--- config.mk ---
export PLATFORM = sky130hd
export DESIGN_NAME = spike_demux_3
export DESIGN_NICKNAME = d
export VERILOG_FILES = /design/src/rtl/spike_demux_3.sv
export SDC_FILE = /design/constraint.sdc
export NUM_CORES = 1
export LEC_CHECK = 0
export ABC_AREA = 0
export CORE_MARGIN = 10
export CORE_UTILIZATION = 46
export CTS_BUF_LIST = sky130_fd_sc_hd__clkbuf_8
export DETAILED_ROUTE_END_ITERATION = 8
export PLACE_DENSITY = 0.79
export SLEW_MARGIN = 25
export SYNTH_ARGS = -nofsm -noshare
export SYNTH_HDL_FRONTEND = slang
export SYNTH_SLANG_ARGS = --single-unit
--- constraint.sdc ---
create_clock -name clk -period 2 [get_ports clk]
set_input_delay 0.2 -clock clk [delete_from_list [all_inputs] [get_ports clk]]
set_output_delay 0.2 -clock clk [all_outputs]
set_load 0.01 [all_outputs]
--- src/rtl/spike_demux_3.sv ---
// spike_demux_3: 1-to-3 valid/ready demultiplexer for neuron-datapath samples.
// Each output owns a one-entry holding register, so a stalled consumer only
// blocks transfers addressed to it. Select code 2'b11 discards the transfer
// and bumps a saturating drop counter.
module spike_demux_3 #(
    parameter int WIDTH     = 12,
    parameter int CNT_WIDTH = 8
) (
    input  logic                        clk,
    input  logic                        rst_n,
    input  logic signed [WIDTH-1:0]     in_data,
    input  logic        [1:0]           in_sel,
    input  logic                        in_valid,
    output logic                        in_ready,
    output logic signed [WIDTH-1:0]     out_data_0,
    output logic signed [WIDTH-1:0]     out_data_1,
    output logic signed [WIDTH-1:0]     out_data_2,
    output logic                        out_valid_0,
    output logic                        out_valid_1,
    output logic                        out_valid_2,
    input  logic                        out_ready_0,
    input  logic                        out_ready_1,
    input  logic                        out_ready_2,
    output logic        [CNT_WIDTH-1:0] drop_count
);

    localparam logic [CNT_WIDTH-1:0] CNT_MAX = {CNT_WIDTH{1'b1}};
    localparam logic [CNT_WIDTH-1:0] CNT_ONE = {{(CNT_WIDTH-1){1'b0}}, 1'b1};

    logic [2:0]             out_ready_s;
    logic [2:0]             slot_free_s;
    logic [2:0]             load_s;
    logic                   drop_s;
    logic                   accept_s;

    logic [2:0]             valid_q;
    logic [2:0]             valid_d;
    logic [2:0][WIDTH-1:0]  data_q;
    logic [2:0][WIDTH-1:0]  data_d;
    logic [CNT_WIDTH-1:0]   drop_q;
    logic [CNT_WIDTH-1:0]   drop_d;

    assign out_ready_s = {out_ready_2, out_ready_1, out_ready_0};
    // A slot can take new data if it is empty or is being drained this cycle.
    assign slot_free_s = ~valid_q | out_ready_s;
    assign accept_s    = in_valid & in_ready;

    // Combinational ready: drops are always accepted, otherwise follow the addressed slot.
    always_comb begin
        in_ready = 1'b0;
        case (in_sel)
            2'b00:   in_ready = slot_free_s[0];
            2'b01:   in_ready = slot_free_s[1];
            2'b10:   in_ready = slot_free_s[2];
            2'b11:   in_ready = 1'b1;
            default: in_ready = 1'b0;
        endcase
    end

    // Decode an accepted transfer into a one-hot slot load or a drop event.
    always_comb begin
        load_s = 3'b000;
        drop_s = 1'b0;
        if (accept_s) begin
            case (in_sel)
                2'b00:   load_s = 3'b001;
                2'b01:   load_s = 3'b010;
                2'b10:   load_s = 3'b100;
                2'b11:   drop_s = 1'b1;
                default: begin
                    load_s = 3'b000;
                    drop_s = 1'b0;
                end
            endcase
        end else begin
            load_s = 3'b000;
            drop_s = 1'b0;
        end
    end

    // Next state per slot: load wins over drain so a full slot streams without bubbles.
    always_comb begin
        valid_d = valid_q;
        data_d  = data_q;
        for (int k = 0; k < 3; k++) begin
            if (load_s[k]) begin
                valid_d[k] = 1'b1;
                data_d[k]  = in_data;
            end else if (valid_q[k] && out_ready_s[k]) begin
                valid_d[k] = 1'b0;
            end else begin
                valid_d[k] = valid_q[k];
            end
        end
    end

    // Next drop count: saturating increment, never wraps.
    always_comb begin
        drop_d = drop_q;
        if (drop_s && (drop_q != CNT_MAX)) begin
            drop_d = drop_q + CNT_ONE;
        end else begin
            drop_d = drop_q;
        end
    end

    // State registers; reset discards any pending entries and clears the counter.
    always_ff @(posedge clk or negedge rst_n) begin
        if (!rst_n) begin
            valid_q <= 3'b000;
            data_q  <= '0;
            drop_q  <= '0;
        end else begin
            valid_q <= valid_d;
            data_q  <= data_d;
            drop_q  <= drop_d;
        end
    end

    assign out_valid_0 = valid_q[0];
    assign out_valid_1 = valid_q[1];
    assign out_valid_2 = valid_q[2];
    assign out_data_0  = data_q[0];
    assign out_data_1  = data_q[1];
    assign out_data_2  = data_q[2];
    assign drop_count  = drop_q;

endmodule

Word-level counts from Yosys, hierarchy flattened
Cells that the tools add are included.
{ "classes": {"add_sub_neg": 1, "eq_ne": 4, "muxes": 11, "bitwise": 3, "reduce_logical": 8} }
{ "op_table": {"columns": ["operator", "count"], "rows": [
  ["$pmux 3 s3", 1],
  ["$add 8x1->8 const B", 1],
  ["$mux 1", 8],
  ["$ne 8x8->1 const B", 1],
  ["$reduce_bool 2->1", 3],
  ["$eq 2x2->1 const B", 2],
  ["$logic_and 1x1->1", 4],
  ["$pmux 1 s4", 1],
  ["$mux 3", 1],
  ["$not 3->3", 1],
  ["$or 3x3->3", 1],
  ["$eq 2x1->1 const B", 1],
  ["$logic_not 2->1", 1],
  ["$and 1x1->1", 1]
]} }
{ "word_totals": {"regBits": 47, "in_bits": 20, "out_inout_bits": 48, "word_cells": 34} }

Logic depth before layout (Yosys ltp)
Gate-level depths: netlist (run 1).
{ "logic_depth": {"depth_word": 6, "mapped_depth": 5} }

Worst setup path before layout (run 1)
Ideal clock, no wire load.
{ "synth_timing": {"path_type": "reg-to-reg", "startpoint": "reg drop_q[0], in the netlist drop_count[0]", "endpoint": "reg drop_q[1], in the netlist drop_count[1]", "setup_time_ns": 0.128, "arrival_ns": 1.379, "required_time_ns": 1.872, "path_slack_ns": 0.493, "stages_incl_launch_ff": 5, "path_buffers": 0, "period_less_slack_ns": 1.507, "path_cell_list": "dfrtp_1 ha_1 nand4_1 o21ai_1 mux2_1"} }
{ "synth_between": {"elab_chain_len": 2} }
{ "synth_lines": {"columns": ["element", "line_no", "text"], "rows": [
  ["start, declared", "40", "logic [CNT_WIDTH-1:0] drop_q;"],
  ["start signal, assigned", "116", "drop_q <= drop_d;"],
  ["branches (longest 2 deep; another with $add 8x1->8)", null, null]
]} }
Several ways; the timed one is not identified.
A chain may end at the register's enable or synchronous reset.

Final worst setup path (run 1)
{ "layout_timing": {"startpoint": "in in_sel[0]", "endpoint": "out in_ready"} }
{ "layout_between": {"elab_chain_len": 2} }
{ "layout_lines": {"columns": ["element", "line_no", "text"], "rows": [
  ["start, declared", "12", "input logic [1:0] in_sel,"],
  ["$eq 2x2->1 (tied with other cells)", "51", "case (in_sel)"],
  ["$pmux 1 s4 (*)", "51", null],
  ["end, declared", "14", "output logic in_ready,"]
]} }
Every way passes the cells marked *; elsewhere a longest branch is shown, timed or not.

==> results.md, run 1 <==
- Total Negative Setup Slacks: 0 ns
- Clock tree from TritonCTS: done
- Placed standard-cell area: 2680 µm²
- Most common cell after layout, fill and taps aside: clkdlybuf4s50_1
- Setup repair after global routing missed its margin: false
- Die area: 7240 µm²
- Detailed-route vias per instance: 5.07
- Post-route worst hold slack: 0.327 ns
- HPWL after DPL: 3750 µm
- Detailed Routing Iterations Pass 1: 4
- First DRT Iteration DRCs: 74
- Minimum clock period: 1.91 ns
- Number of antenna violations at the first check in global routing: 0
- Final weighted congestion of routability-driven global placement: 0.750
- Setup Skew: 0.00781 ns
- Clock-pin transition on the worst setup and hold timing paths: 0.08 ns
- TritonCTS Sinks: 47
- Count of buffers inserted at the top-level ports: 67
- Static leakage: 1.21 nW
- Top fanout value on the critical path: 9
- P per Cell Area: 1000 nW/µm²
- Tightest Pin Transition: 0.412 ns
- Width of the chip: 85.1 µm
- Share of layout cells above drive strength 1: 14.6%
- Number of buffers added for setup after CTS: 0
- Die Y: 85.1 µm
- Number of distinct library cells after synthesis: 24
- Top-level port count: 68
- DRC violations left: 0
- Leading register cell type out of synthesis: dfrtp_1
- WL/cell: 18.7 µm
- Area inside the core boundary: 4060 µm²
- TritonCTS Buffers: 5
- Maximum operating frequency: 524 MHz
- Placement row count: 23
- Period utilization: 95.5%
- Net count after synthesis: 150
- Maximum clock path buffer count: 2
- Nets: 225
- Worst vdd ir: 604 µV
- Category of the critical setup timing path: in -> out
- Number of cells on the worst reg-to-reg path: 4
- Crit. End Element: output port
- Maximum number of pins on one net before global-route repair: 34
- Ys async rst share: 100%
- H-tree levels: 2
- Final cell area excluding filler cells: 2790 µm²
- Slew Viols, Final: 0
- Total detailed-routing wirelength: 4770 µm
- Final Hold Vio Count: 0
- Kind of launch point of the worst setup path: input port
- Total vias in the final route: 1293
- Antenna diode count: 0
- Most used cells in the layout excluding fill and tap cells: 66 x clkdlybuf4s50_1, 47 x dfrtp_1, 26 x mux2_1
- Post-synth EDFFs: 0
- CP arrival: 1.71 ns
- Number of global-route vias before repair: 1493
- Warning count from the yosys run: 0
- Post-synthesis instance total: 129
- Worst max-slew margin expressed relative to the limit: 72.5%
- Max-cap violation count: 0
- Average instance area after synthesis: 15.1 µm²
- Setup-violating endpoint count in the final report: 0
- Relative area change from synthesis to final layout: 43.4%
- Synth Register Bits: 47
- Placed Instances: 246
- Required time of the critical path: 1.80 ns
- Classification of the worst-slack hold path: in -> async
- Global-route wire length before repair: 7930 µm
- Mapped Area: 1950 µm²
- Starting density of the core: 48.0%
- CTS root buffer: clkbuf_8
- Source-to-sink clock delay at the later pin of the worst-skew pair: 0.29 ns
- Portion of the post-synthesis area used by sequential elements: 60.4%
- Fin cells: 255
- Status: finished, final reports clean
- Resized Gates After CTS: 0
- Remaining antenna violation count: 0
- All-Layer GR Usage: 13.5%
- Remaining global-route overflow: 0
- Cts hold-fix bufs: 1
[synth_stat cells, drive strengths merged (2+ instances only)]
master | instances | area share, %
dfrtp | 47 | 60
mux2 | 40 | 25
nand2 | 7 | 1.3
buf | 5 | 2.4
and3 | 4 | 1.3
nand2b | 4 | 1.3
o21ai | 4 | 1.0
xnor2 | 4 | 1.8
nand4 | 3 | 0.96
o211ai | 2 | 0.77
[final cells by class]
| cell class | instances | area [µm²] |
|---|---|---|
| well taps | 50 | 62.6 |
| multi-input cells | 77 | 726 |
| repair buffers | 73 | 726 |
| flip-flops and latches | 47 | 1180 |
| clock inverters | 1 | 7.51 |
| fillers | 288 | 1260 |
| clock buffers | 7 | 96.3 |
[metrics by stage]
step | utilization (%) | power (mW) | setup WS (ns)
floorplan | - | 1.63 | 0.493
global placement | 66.1 | 2.18 | 0.164
detailed placement | 66.1 | 2.22 | 0.0917
CTS | 68.9 | 2.84 | 0.0852
global route | 68.9 | 2.94 | 0.0434
finish | 68.9 | 2.80 | 0.0906
[registers in the layout, summed over array words and instances (netlist names)]
| signal | flops |
|---|---|
| out_data_1 | 12 |
| drop_count | 8 |
| out_data_0 | 12 |
| out_data_2 | 12 |
| valid_q | 3 |
[layer usage]
metal | up-vias | part of all wire, % | track usage [%]
li1 | 604 | - | -
met2 | 31 | 57 | 25.7
met4 | 0 | 1.4 | 5.09
met5 | - | 0 | 0
met1 | 651 | 36 | 13.2
met3 | 7 | 5.6 | 4.11
[critical path: stages]
cell             delay [ns]
clkdlybuf4s50_1        0.63
mux2i_1                0.12
o21ai_0                0.17
clkdlybuf4s50_1        0.58
[path summary, 6_finish.rpt]
path / start / end / slack [ns]
min in group clk: out_data_1[8] / out_data_1[8] / 0.49
worst max-delay path: in_sel[0] / in_ready / 0.09
worst max register to register: drop_count[0] / drop_count[6] / 0.27
worst min register to register: out_data_1[8] / out_data_1[8] / 0.49
worst min-delay path: rst_n / out_data_1[1] / 0.33
max in group asynchronous: rst_n / valid_q[1] / 0.95
[power by group]
group | switching [mW] | internal (mW)
Combinational | 0.333 | 0.551
Clock | 0.299 | 0.314
Sequential | 0.146 | 1.15
Total | 0.777 | 2.02
[logic make-up after synthesis]
family,synth area share (%)
AO/OA/AOI/OAI,2.25
AND/OR/NAND/NOR,7.19
flip-flops,60.4
buffers and inverters,2.38
adder cells (fa/ha/maj),0.642
multiplexers,25.4
XOR/XNOR,1.80
Power figures use the tool's default switching activity.
==> run 2, diff against run 1 <==
--- a/config.mk
+++ b/config.mk
@@ -6,6 +6,7 @@
 export NUM_CORES = 1
 export LEC_CHECK = 0
 export ABC_AREA = 0
+export CAP_MARGIN = 20
 export CORE_MARGIN = 10
 export CORE_UTILIZATION = 46
 export CTS_BUF_LIST = sky130_fd_sc_hd__clkbuf_8
==> results of run 2 <==
Same layout as run 1: the final DEF is identical, and so are final timing and power.
==> run 3, diff against run 2 <==
--- a/config.mk
+++ b/config.mk
@@ -8,10 +8,10 @@
 export ABC_AREA = 0
 export CAP_MARGIN = 20
 export CORE_MARGIN = 10
-export CORE_UTILIZATION = 46
+export CORE_UTILIZATION = 50
 export CTS_BUF_LIST = sky130_fd_sc_hd__clkbuf_8
 export DETAILED_ROUTE_END_ITERATION = 8
-export PLACE_DENSITY = 0.79
+export PLACE_DENSITY_LB_ADDON = 0.3
 export SLEW_MARGIN = 25
 export SYNTH_ARGS = -nofsm -noshare
 export SYNTH_HDL_FRONTEND = slang
==> constraint.sdc (replaced) <==
create_clock -name clk -period 2.3 [get_ports clk]
set_input_delay 0.23 -clock clk [delete_from_list [all_inputs] [get_ports clk]]
set_output_delay 0.23 -clock clk [all_outputs]
set_load 0.01 [all_outputs]
==> results.md, run 3 (synthesized netlist as in run 1, its figures left out) <==
- Switching share of power: 28.1% (+0.30 points)
- Antenna diode count: 0 (unchanged)
- Tightest Pin Transition: 0.574 ns (+0.161 ns)
- Fin cells: 252 (-1.2%)
- Internal portion of total power: 1.72 mW (-15%)
- Final weighted congestion of routability-driven global placement: 0.893 (+19%)
- Starting density of the core: 52.4% (+4.4 points)
- Max-cap violation count: 0 (unchanged)
- Portion of total power attributed to the clock network: 20.9% (-1.0 points)
- Die Y: 82.4 µm (-3.1%)
- Area inside the core boundary: 3720 µm² (-8.4%)
- Relative area change from synthesis to final layout: 41.9%
- Placed standard-cell area: 2660 µm² (-0.84%)
- Width of the chip: 82.4 µm (-3.1%)
- Final cell area excluding filler cells: 2770 µm² (-1.0%)
- Share of layout cells above drive strength 1: 13.7% (-0.91 points)
- Global-route wire length before repair: 7580 µm (-4.4%)
- Nets: 224 (-0.44%)
- Total detailed-routing wirelength: 4720 µm (-1.0%)
- Placement row count: 22 (-4.3%)
- Remaining antenna violation count: 0 (unchanged)
- Share of the core filled with cells: 74.4% (+5.6 points)
- Number of global-route vias before repair: 1465 (-1.9%)
- All-Layer GR Usage: 14.6% (+1.1 points)
- Maximum clock path buffer count: 2 (unchanged)
- Detailed Routing Iterations Pass 1: 4 (unchanged)
- WL/cell: 18.7 µm (+0.13%)
- Most common cell after layout, fill and taps aside: clkdlybuf4s50_1
- Source-to-sink clock delay at the later pin of the worst-skew pair: 0.29 ns (about the same)
- Die area: 6790 µm² (-6.1%)
- Detailed-route vias per instance: 5.32 (+4.9%)
- Top-level port count: 68 (unchanged)
- RR Startpoint: drop_count[0]
- Proportion of power drawn by combinational gates: 31.8% (+0.2 points)
- Maximum number of pins on one net before global-route repair: 48 (+41%)
- Period utilization: 86.4%
- Number of cells on the worst reg-to-reg path: 4 (unchanged)
- Remaining global-route overflow: 0 (unchanged)
- Placed Instances: 243 (-1.2%)
- Final total power: 2.40 mW (-14%)
- Minimum clock period: 1.99 ns
- Top fanout value on the critical path: 9 (unchanged)
- Setup-violating endpoint count in the final report: 0 (unchanged)
- First DRT Iteration DRCs: 60 (-19%)
- NetSw: 0.673 mW (-13%)
- CTS root buffer: clkbuf_8
- Classification of the worst-slack hold path: in -> async
- Setup Skew: 0.00514 ns (-0.00267 ns)
- CP arrival: 1.76 ns (+0.05 ns)
- Total vias in the final route: 1341 (+3.7%)
- TritonCTS Sinks: 47 (unchanged)
- Category of the critical setup timing path: in -> out
- Clock-pin transition on the worst setup and hold timing paths: 0.08 ns (about the same)
- TritonCTS Buffers: 5 (unchanged)
- Most used cells in the layout excluding fill and tap cells: 66 x clkdlybuf4s50_1, 47 x dfrtp_1, 26 x mux2_1
- Worst max-slew margin expressed relative to the limit: 61.8% (-11 points)
- Final Hold Vio Count: 0 (unchanged)
- Clock tree from TritonCTS: done
- H-tree levels: 2 (unchanged)
- Maximum operating frequency: 503 MHz
- Static leakage: 1.21 nW (-0.32%)
- Kind of launch point of the worst setup path: input port
- Total Negative Setup Slacks: 0 ns (unchanged)
- Resized Gates After CTS: 0 (unchanged)
- Count of buffers inserted at the top-level ports: 67 (unchanged)
- P per Cell Area: 867 nW/µm² (-13%)
- Crit. End Element: output port
- Register-to-register path setup slack: 0.67 ns (+0.40 ns)
- Worst vdd ir: 591 µV (-2.2%)
- Setup repair after global routing missed its margin: false
- DRC violations left: 0 (unchanged)
- Sequential cell fraction of total power: 47.3% (+0.8 points)
- Required time of the critical path: 2.07 ns (+0.27 ns)
- HPWL after DPL: 3670 µm (-2.1%)
- Reg2reg end: drop_count[1]
- Status: finished, final reports clean
- Slew Viols, Final: 0 (unchanged)
- Number of antenna violations at the first check in global routing: 0 (unchanged)
[run 3: metal layers]
metal | part of all wire, % | wire [µm] | GRT usage, %
met5 | 0 | 0 | 0
met4 | 0.98 | 46 | 4.08
met2 | 53 | 2500 | 26.7
met3 | 7.9 | 372 | 5.29
met1 | 38 | 1790 | 15.4
[run 3: timing repair]
item | 4_1_cts | 5_1_grt
setup buffers | 0 | 0
setup endpoints to repair | 0 | 0
hold buffers | 0 | 1
endpoints found under the hold margin | 0 | 47
[run 3: power by group through the flow]
stage                     logic (mW)  registers [mW]  clock network [mW]
after floorplan                0.208            1.21                   0
after global placement         0.757            1.13                   0
after detailed placement       0.779            1.15                   0
after CTS                      0.782            1.13               0.516
after global routing           0.821            1.16               0.552
final                          0.763            1.13               0.501
[run 3: through the flow]
step	setup WS, ns	hold slack, ns
6_report	0.313	0.465
5_1_grt	0.276	0.513
4_1_cts	0.330	0.129
3_5_place_dp	0.331	0.455
3_3_place_gp	0.376	0.432
2_1_floorplan	0.793	-0.0656
[run 3: area by class of cell]
class | instances | area [µm²]
clock buffer | 6 | 82.6
clock inverter | 2 | 12.5
fill | 255 | 951
multi-input combinational | 77 | 726
sequential | 47 | 1180
tap | 48 | 60.1
timing repair buffer | 72 | 708
[run 3: worst max-delay path by stage]
stage          slack [ns]           from             to
3_3_place_gp         0.38      in_sel[0]       in_ready
2_1_floorplan        0.79  drop_count[0]  drop_count[1]
5_1_grt              0.28      in_sel[0]       in_ready
6_report             0.31      in_sel[0]       in_ready
3_5_place_dp         0.33      in_sel[0]       in_ready
4_1_cts              0.33      in_sel[0]       in_ready
[run 3: critical path, cell delays in order]
cell	delay (ns)
clkdlybuf4s50_1	0.66
mux2i_1	0.12
o21ai_0	0.18
clkdlybuf4s50_1	0.57
